<file path="config.mk">
export PLATFORM = sky130hd
export DESIGN_NAME = cdreq_issue_unit
export DESIGN_NICKNAME = d
export VERILOG_FILES = /design/src/rtl/cdreq_issue_unit_pkg.sv /design/src/rtl/cdiss_fifo.sv /design/src/rtl/cdreq_issue_unit.sv
export SDC_FILE = /design/constraint.sdc
export NUM_CORES = 1
export LEC_CHECK = 0
export ABC_AREA = 1
export ABC_CLOCK_PERIOD_IN_PS = 10500
export CORE_MARGIN = 2
export CORE_UTILIZATION = 38
export DETAILED_ROUTE_END_ITERATION = 6
export HOLD_SLACK_MARGIN = 0.08
export PLACE_DENSITY = 0.63
export SETUP_SLACK_MARGIN = 0.1
export SLEW_MARGIN = 20
export SYNTH_ARGS = -nofsm -noshare
export SYNTH_HDL_FRONTEND = slang
export SYNTH_SLANG_ARGS = --single-unit
</file>
<file path="constraint.sdc">
create_clock -name clk -period 10.5 [get_ports clk]
set_clock_uncertainty 0.15 [all_clocks]
set_input_delay 1.575 -clock clk [delete_from_list [all_inputs] [get_ports clk]]
set_output_delay 1.575 -clock clk [all_outputs]
set_load 0.02 [all_outputs]
</file>
<file path="src/rtl/cdreq_issue_unit_pkg.sv">
// Shared encodings for the cdreq issue unit: cache request opcodes, cache
// response codes, issue FSM states and the legal-opcode check.
package cdreq_issue_unit_pkg;

    localparam int CDREQ_OP_W  = 3;
    localparam int CURSP_RSP_W = 2;

    localparam logic [CDREQ_OP_W-1:0] CDREQ_RD  = 3'd0;
    localparam logic [CDREQ_OP_W-1:0] CDREQ_RFO = 3'd1;
    localparam logic [CDREQ_OP_W-1:0] CDREQ_WB  = 3'd2;
    localparam logic [CDREQ_OP_W-1:0] CDREQ_MD  = 3'd3;

    localparam logic [CURSP_RSP_W-1:0] CURSP_OKAY  = 2'd0;
    localparam logic [CURSP_RSP_W-1:0] CURSP_ERROR = 2'd1;

    typedef enum logic [1:0] {
        CDISS_IDLE = 2'd0,
        CDISS_SEND = 2'd1,
        CDISS_WAIT = 2'd2,
        CDISS_RESP = 2'd3
    } cdiss_state_t;

    // Opcodes 0-3 are the only ones the cache understands; 4-7 are rejected locally.
    function automatic logic cdreq_op_legal(input logic [CDREQ_OP_W-1:0] op);
        return (op[2] == 1'b0);
    endfunction

endpackage

</file>
<file path="src/rtl/cdiss_fifo.sv">
// Small synchronous FIFO buffering processor requests ahead of the issue FSM.
// Pointers carry one extra wrap bit so full and empty can be told apart.
module cdiss_fifo #(
    parameter int WIDTH = 8,
    parameter int DEPTH = 4
) (
    input  logic             clk,
    input  logic             rst_n,
    input  logic             push,
    input  logic [WIDTH-1:0] wr_data,
    input  logic             pop,
    output logic [WIDTH-1:0] rd_data,
    output logic             full,
    output logic             empty
);

    localparam int AW    = $clog2(DEPTH);
    localparam int PTR_W = AW + 1;

    logic [WIDTH-1:0] mem [DEPTH];
    logic [PTR_W-1:0] wr_ptr;
    logic [PTR_W-1:0] rd_ptr;

    // Advance the read/write pointers on accepted pushes and pops.
    always_ff @(posedge clk) begin
        if (!rst_n) begin
            wr_ptr <= '0;
            rd_ptr <= '0;
        end else begin
            if (push && !full) begin
                wr_ptr <= wr_ptr + PTR_W'(1);
            end
            if (pop && !empty) begin
                rd_ptr <= rd_ptr + PTR_W'(1);
            end
        end
    end

    // Storage array; contents need no reset because empty masks stale entries.
    always_ff @(posedge clk) begin
        if (push && !full) begin
            mem[wr_ptr[AW-1:0]] <= wr_data;
        end
    end

    assign rd_data = mem[rd_ptr[AW-1:0]];
    assign empty   = (wr_ptr == rd_ptr);
    assign full    = (wr_ptr[AW] != rd_ptr[AW]) && (wr_ptr[AW-1:0] == rd_ptr[AW-1:0]);

endmodule

</file>
<file path="src/rtl/cdreq_issue_unit.sv">
// Issues buffered processor requests to the cache one at a time, returns the
// matching cache response, rejects illegal opcodes and times out hung requests.
// A timed-out transaction leaves drop_pending set so its late response is
// swallowed before any new request may be issued.
module cdreq_issue_unit
    import cdreq_issue_unit_pkg::*;
#(
    parameter int ADDR_WIDTH = 32,
    parameter int DATA_WIDTH = 32,
    parameter int DEPTH      = 4,
    parameter int TIMEOUT    = 1023
) (
    input  logic                   clk,
    input  logic                   rst_n,
    input  logic                   preq_valid,
    output logic                   preq_ready,
    input  logic [2:0]             preq_op,
    input  logic [ADDR_WIDTH-1:0]  preq_addr,
    input  logic [DATA_WIDTH-1:0]  preq_data,
    output logic                   prsp_valid,
    input  logic                   prsp_ready,
    output logic [1:0]             prsp_rsp,
    output logic [DATA_WIDTH-1:0]  prsp_data,
    output logic                   cdreq_valid,
    input  logic                   cdreq_ready,
    output logic [2:0]             cdreq_op,
    output logic [ADDR_WIDTH-1:0]  cdreq_addr,
    output logic [DATA_WIDTH-1:0]  cdreq_data,
    input  logic                   cursp_valid,
    output logic                   cursp_ready,
    input  logic [1:0]             cursp_rsp,
    input  logic [DATA_WIDTH-1:0]  cursp_data
);

    localparam int ENTRY_W = CDREQ_OP_W + ADDR_WIDTH + DATA_WIDTH;
    localparam int TIMER_W = (TIMEOUT > 1) ? $clog2(TIMEOUT) : 1;

    cdiss_state_t state;
    cdiss_state_t state_next;

    logic               fifo_push;
    logic               fifo_pop;
    logic               fifo_full;
    logic               fifo_empty;
    logic [ENTRY_W-1:0] wr_entry;
    logic [ENTRY_W-1:0] rd_entry;

    logic [CDREQ_OP_W-1:0] head_op;
    logic [ADDR_WIDTH-1:0] head_addr;
    logic [DATA_WIDTH-1:0] head_data;

    logic [TIMER_W-1:0] timer;
    logic               drop_pending;
    logic               drop_clear;

    logic set_illegal;
    logic capture_rsp;
    logic set_timeout;
    logic timer_clr;
    logic timer_inc;

    assign wr_entry  = {preq_op, preq_addr, preq_data};
    assign head_op   = rd_entry[ENTRY_W-1 -: CDREQ_OP_W];
    assign head_addr = rd_entry[DATA_WIDTH +: ADDR_WIDTH];
    assign head_data = rd_entry[DATA_WIDTH-1:0];

    assign preq_ready  = !fifo_full;
    assign fifo_push   = preq_valid && !fifo_full;
    assign cdreq_valid = (state == CDISS_SEND);
    assign prsp_valid  = (state == CDISS_RESP);
    assign cursp_ready = (state == CDISS_WAIT) || drop_pending;
    assign drop_clear  = drop_pending && cursp_valid;

    cdiss_fifo #(
        .WIDTH (ENTRY_W),
        .DEPTH (DEPTH)
    ) u_fifo (
        .clk     (clk),
        .rst_n   (rst_n),
        .push    (fifo_push),
        .wr_data (wr_entry),
        .pop     (fifo_pop),
        .rd_data (rd_entry),
        .full    (fifo_full),
        .empty   (fifo_empty)
    );

    // Issue FSM state register.
    always_ff @(posedge clk) begin
        if (!rst_n) begin
            state <= CDISS_IDLE;
        end else begin
            state <= state_next;
        end
    end

    // Next-state logic and the one-cycle control strobes for the datapath.
    always_comb begin
        state_next  = state;
        fifo_pop    = 1'b0;
        set_illegal = 1'b0;
        capture_rsp = 1'b0;
        set_timeout = 1'b0;
        timer_clr   = 1'b0;
        timer_inc   = 1'b0;
        case (state)
            CDISS_IDLE: begin
                if (!fifo_empty && !drop_pending) begin
                    fifo_pop = 1'b1;
                    if (cdreq_op_legal(head_op)) begin
                        state_next = CDISS_SEND;
                    end else begin
                        set_illegal = 1'b1;
                        state_next  = CDISS_RESP;
                    end
                end
            end
            CDISS_SEND: begin
                if (cdreq_ready) begin
                    timer_clr  = 1'b1;
                    state_next = CDISS_WAIT;
                end
            end
            CDISS_WAIT: begin
                if (cursp_valid) begin
                    capture_rsp = 1'b1;
                    state_next  = CDISS_RESP;
                end else if (timer == TIMER_W'(TIMEOUT - 1)) begin
                    set_timeout = 1'b1;
                    state_next  = CDISS_RESP;
                end else begin
                    timer_inc = 1'b1;
                end
            end
            CDISS_RESP: begin
                if (prsp_ready) begin
                    state_next = CDISS_IDLE;
                end
            end
            default: begin
                state_next = CDISS_IDLE;
            end
        endcase
    end

    // Request/response payload registers, wait timer and late-response drop flag.
    always_ff @(posedge clk) begin
        if (!rst_n) begin
            cdreq_op     <= '0;
            cdreq_addr   <= '0;
            cdreq_data   <= '0;
            prsp_rsp     <= '0;
            prsp_data    <= '0;
            timer        <= '0;
            drop_pending <= 1'b0;
        end else begin
            if (fifo_pop) begin
                cdreq_op   <= head_op;
                cdreq_addr <= head_addr;
                cdreq_data <= head_data;
            end
            if (set_illegal || set_timeout) begin
                prsp_rsp  <= CURSP_ERROR;
                prsp_data <= '0;
            end else if (capture_rsp) begin
                prsp_rsp  <= cursp_rsp;
                prsp_data <= cursp_data;
            end
            if (timer_clr) begin
                timer <= '0;
            end else if (timer_inc) begin
                timer <= timer + TIMER_W'(1);
            end
            if (set_timeout) begin
                drop_pending <= 1'b1;
            end else if (drop_clear) begin
                drop_pending <= 1'b0;
            end
        end
    end

endmodule

</file>
# ---- Word level (Yosys, flattened, before mapping)
# Memory sizes are Yosys's and may differ from the RTL's. A register that Yosys moved wholly into a read port is not among the register bits.
# Cells that the tools add are included.
# W data, S select, Z words.
dict set report word_totals {
  regBits 120
  ram_bits 268
  in_bits 107
  output_inout_bits 105
  elab_cells 74
  mem_count 1
}
# name depth width read_ports rd_clocked_by_memory_dff write_ports line_no
set mem_list {}
lappend mem_list {u_fifo.mem 4 67 1 1 1 cdiss_fifo.sv:20} ;# logic [WIDTH-1:0] mem [DEPTH];
dict set report classes {
  add_sub_neg 3
  n_eq_ne 11
  n_mux 30
  n_bitwise 1
  reduce_logical 17
}
# operator n
set ops {}
lappend ops {{$mux W1} 21}
lappend ops {{$mux W2} 8}
lappend ops {{$add A10 B1 Y10 const B} 1}
lappend ops {{$eq A10 B10 Y1 const B} 1}
lappend ops {{$pmux W2 S4} 1}
lappend ops {{$add A3 B1 Y3 const B} 2}
lappend ops {{$logic_and A1 B1 Y1} 6}
lappend ops {{$eq A2 B2 Y1 const B} 2}
lappend ops {{$ne A2 B1 Y1 const B} 2}
lappend ops {{$reduce_and A4 Y1} 1}
lappend ops {{$reduce_bool A2 Y1} 2}
lappend ops {{$reduce_or A2 Y1} 2}
lappend ops {{$eq A3 B3 Y1} 1}
lappend ops {{$logic_not A1 Y1} 3}
lappend ops {{$ne A3 B2 Y1 const B} 1}
lappend ops {{$eq A2 B1 Y1 const B} 1}
lappend ops {{$eq A2 B2 Y1} 1}
lappend ops {{$logic_not A2 Y1} 1}
lappend ops {{$logic_or A1 B1 Y1} 2}
lappend ops {{$ne A2 B2 Y1 const B} 1}
lappend ops {{$ne A1 B1 Y1} 1}
lappend ops {{$not A1 Y1} 1}

# ---- Logic depth before layout (Yosys ltp)
dict set report depth {
  depth_word 8
  ltp_mapped 10
  mapped_depth_nobuf 10
}

# ---- By module
# Synthesis repeated with hierarchy kept, for this count alone.
dict set report unflattened {
  hier_cells 1300
  area_unflattened_um2 14894.3
}
# mod n_inst cells_each area_per_inst_um2 seq_area_each_um2
set modules_own_cells {}
lappend modules_own_cells {cdiss_fifo 1 722 10501.3 8207.9}
lappend modules_own_cells {cdreq_issue_unit 1 578 4393.0 2282.2}

# ---- Least setup slack after synthesis
# OpenSTA, ideal clock, no wires.
dict set report synth_path {
  path_kind {input port to flip-flop}
  from {input preq_valid}
  to {memory u_fifo.mem[3][0] in the netlist's numbering, enable pin}
  setup_time_ns 0.494
  arrival_time_ns 4.577
  required_ns 9.856
  slack_ns 5.279
  stages 2
  path_buffers 0
  path_cell_list {nand2_1 > nor2_1}
}
dict set report synth_via {
  elab_chain_len 4
}
# item line_no
set synth_lines {}
lappend synth_lines {{from (decl)} cdreq_issue_unit.sv:15} ;# input logic preq_valid,
lappend synth_lines {{$logic_and A1 B1 Y1} cdreq_issue_unit.sv:68} ;# assign fifo_push = preq_valid && !fifo_full;
lappend synth_lines {{$logic_and A1 B1 Y1} cdiss_fifo.sv:41} ;# if (push && !full) begin
lappend synth_lines {{$mux W1} cdiss_fifo.sv:41}
lappend synth_lines {{$mux W1 (not written as such)} cdiss_fifo.sv:42} ;# mem[wr_ptr[AW-1:0]] <= wr_data;
lappend synth_lines {{to (decl)} cdiss_fifo.sv:20}
# No other way between the ends.

# ---- Final worst setup path
dict set report layout_path {
  from {register state[0]}
  to {output cursp_ready}
}
dict set report layout_via {
  elab_chain_len 2
}
# item line_no
set layout_lines {}
lappend layout_lines {{from (decl)} cdreq_issue_unit.sv:38} ;# cdiss_state_t state;
lappend layout_lines {{from (signal assigned)} cdreq_issue_unit.sv:93} ;# state <= state_next;
lappend layout_lines {{$eq A2 B2 Y1} cdreq_issue_unit.sv:71} ;# assign cursp_ready = (state == CDISS_WAIT) || drop_pending;
lappend layout_lines {{$logic_or A1 B1 Y1} cdreq_issue_unit.sv:71}
lappend layout_lines {{to (decl)} cdreq_issue_unit.sv:30} ;# output logic cursp_ready,
# No other way between the ends.

==> qor.yml <==
sta:
  worst_slew_pin_slew_ns: 1.067
  setup_violations: 0
  rsz0062_at_grt: "no"
  slew_violations: 0
  hold_violations: 0
  relSlewSlack: 0.2887
  period_share: 0.3533
  finalWorstSetupSlack_ns: 6.790
  fmax_ghz: 0.2695
  setup-tns-final_ns: 0
  period_minus_slack_ns: 3.710
clock_network:
  clk_pin_slew_worst_paths_ns: 0.06
  clock_insertion_delay_worst_skew_ns: 0.56
  htreeDepth: 2
  root_buffer: "clkbuf_16"
  cts-hold-fix-buffers: 0
  cts_max_path_buffers: 3
  cts_resized: 0
  cts_tree: "built"
  post-cts-setup-buffer-count: 0
  clkSinkCount: 390
  cts_buffers: 41
final_layout:
  num_antenna_cells: 0
  num-fill-cells: 3517
  regArea_sq_mm: 0.01050
  drive_above_1_share: 0.1031
  areaGrowthSynthToFinish_pct: 24.85
  design_area_sq_mm: 0.01880
  nets: 1579
  multi_input_area_sq_mm: 0.003955
power_and_ir_drop:
  power.leakage_nw: 6.553
  ir_drop_v: 0.0001888
  p_per_area_mw_per_mm2: 249.1
placement:
  gp_congestion: 0.7529
  pre_cts_ws_ns: 6.581
  hpwl_mm: 19.46
  placed_cell_area_sq_mm: 0.01754
  portBuffers: 211
yosys:
  synth_compound_area_frac: 0.1031
  yosys-top-cells-count: "nor2_1, edfxtp_1, o21ai_0, dfxtp_1, o22ai_1"
  synthXorXnorAreaFrac: 0.002909
  synthMostInstantiatedCell: "nor2_1"
  syn_inst: 1268
  yosys.area.top_type: "edfxtp_1"
  yosys_register_bits: 390
  synth_top_family_by_area: "simple AND/OR/NAND/NOR gates"
  synth-async-reset-ratio: 0
  synth_top_area_share: 0.5346
  synth_ff_type: "edfxtp_1"
  synthesis.area_sq_mm: 0.01505
  synthSimpleGateAreaFrac: 0.1198
  synth_adder_area_share: 0.009142
  synth_area_per_cell_sq_um: 11.87
  muxShareOfSynthArea: 0.02535
  ys_seq_area_frac: 0.6968
  synth_edf_count: 268
  synth_area_leaders: "edfxtp_1, dfxtp_1, nor2_1, o21ai_0, o22ai_1"
  yosysUniqueCellTypes: 32
  synth_nets: 1386
  yosysWarnings: 0
setup_path:
  cp_max_fo: 4
  critPathArrivalTime_ns: 1.99
  cp_data_required_time_ns: 8.78
  critPathLaunch: "state[0]"
  worstSetupStartpointType: "flop"
  crit_path_end_kind: "primary output"
  ff2ff_setup_slack_ns: 7.87
  ff2ff_path_depth: 8
  r2r-end: "prsp_data[0]"
  critPathKind: "flop to primary output"
  cp-endpoint: "cursp_ready"
global_route:
  gr-usage-all-layers: 0.1628
  grt_pass1_vias: 9367
  grt_max_degree: 99
  overflow: 0
  grt_pass1_wl_mm: 52.27
  antenna_found_initial: 2
detailed_routing:
  drt_iter0_drc: 604
  drt-total-wl_mm: 34.16
  routedWlPerCell_um: 16.98
  ant_nets: 0
  route.detailed.drc: 0
  via_count: 9767
  viasPerCell: 4.854
  dr.pass1.iters: 4
floorplan:
  die_height_um: 203.0
  start_util: 0.3868
  std_cell_rows: 72
  die_area_sq_mm: 0.04123
  core_sq_mm: 0.03892
  fp.dieW_um: 203.0
  ios: 212
job:
  drv_cap: 0
worst_hold_path:
  min_path_type: "flop to flop"
outcome:
  status: "complete, no violations"
## report_power, final
group | switching, mW | total, mW | internal [mW]
sequential | 0.0996 | 1.93 | 1.83
combinational | 0.899 | 1.40 | 0.503
clock | 0.579 | 1.35 | 0.772
## final cells by class
type / count / area share
inverters: 66 / 0.01331
flip-flops and latches: 390 / 0.5584
well taps: 518 / 0.03448
multi-input cells: 740 / 0.2104
repair buffers: 222 / 0.1165
clock inverters: 19 / 0.007522
clock buffers: 57 / 0.05938
## per-stage QoR
| step | cells | hold WS (ns) | util | total power, mW |
|---|---|---|---|---|
| after floorplan | 1268 | 0.3103 | - | 2.896 |
| after global placement | 1936 | 0.3008 | 0.4506 | 3.366 |
| after detailed placement | 1936 | 0.3062 | 0.4506 | 3.383 |
| after CTS | 2012 | 0.3154 | 0.4830 | 4.748 |
| after global routing | 2012 | 0.3398 | 0.4830 | 4.957 |
| final | 2012 | 0.3112 | 0.4830 | 4.682 |
## metal layers
metal	up-vias	global-route usage	share of wire
met5	-	0	0.00070
met4	4	0.05735	0.022
met3	47	0.03563	0.064
met2	266	0.2660	0.47
met1	4633	0.2141	0.44
li1	4817	-	-
## worst min path at each step
stage                       from           end  slack, ns  cells after the start
floorplan           drop_pending  drop_pending       0.31                      2
global placement     cdreq_op[2]   cdreq_op[2]       0.30                      2
detailed placement   cdreq_op[2]   cdreq_op[2]       0.31                      2
CTS                  cdreq_op[2]   cdreq_op[2]       0.32                      2
global route         cdreq_op[2]   cdreq_op[2]       0.34                      2
finish               cdreq_op[2]   cdreq_op[2]       0.31                      2
## critical path, cell delays in order (launching register included)
cell	delay, ns
dfxtp_1	0.39
inv_1	0.09
ha_1	0.25
inv_1	0.11
nand2_1	0.06
clkdlybuf4s50_1	0.55
## flip-flops by register name (all words and copies together) (netlist names), named ones only
name,cells
timer,10
drop_pending,1
u_fifo.mem,268
cdreq_data,32
prsp_data,32
cdreq_addr,32
cdreq_op,3
state,2
prsp_rsp,2
u_fifo.wr_ptr,3
u_fifo.rd_ptr,3
## layout by cell type (no fill, tap or decap), drive strengths merged, types with 11 or more instances in the layout
cell type      instances
a21oi                 20
buf                   12
clkbuf                57
clkdlybuf4s50        210
clkinv                16
dfxtp                122
edfxtp               268
ha                    11
inv                   68
mux2                  33
nand2                 60
nand3                 13
nor2                 317
o21ai                205
o22ai                 67
## cells by family after synthesis
| kind of cell | count (synthesis) |
|---|---|
| AND/OR/NAND/NOR | 397 |
| flip-flops | 390 |
| AO/OA/AOI/OAI | 293 |
| buffers and inverters | 138 |
| multiplexers | 34 |
| adder cells (fa/ha/maj) | 11 |
| XOR/XNOR | 5 |
Power figures use the tool's default switching activity.
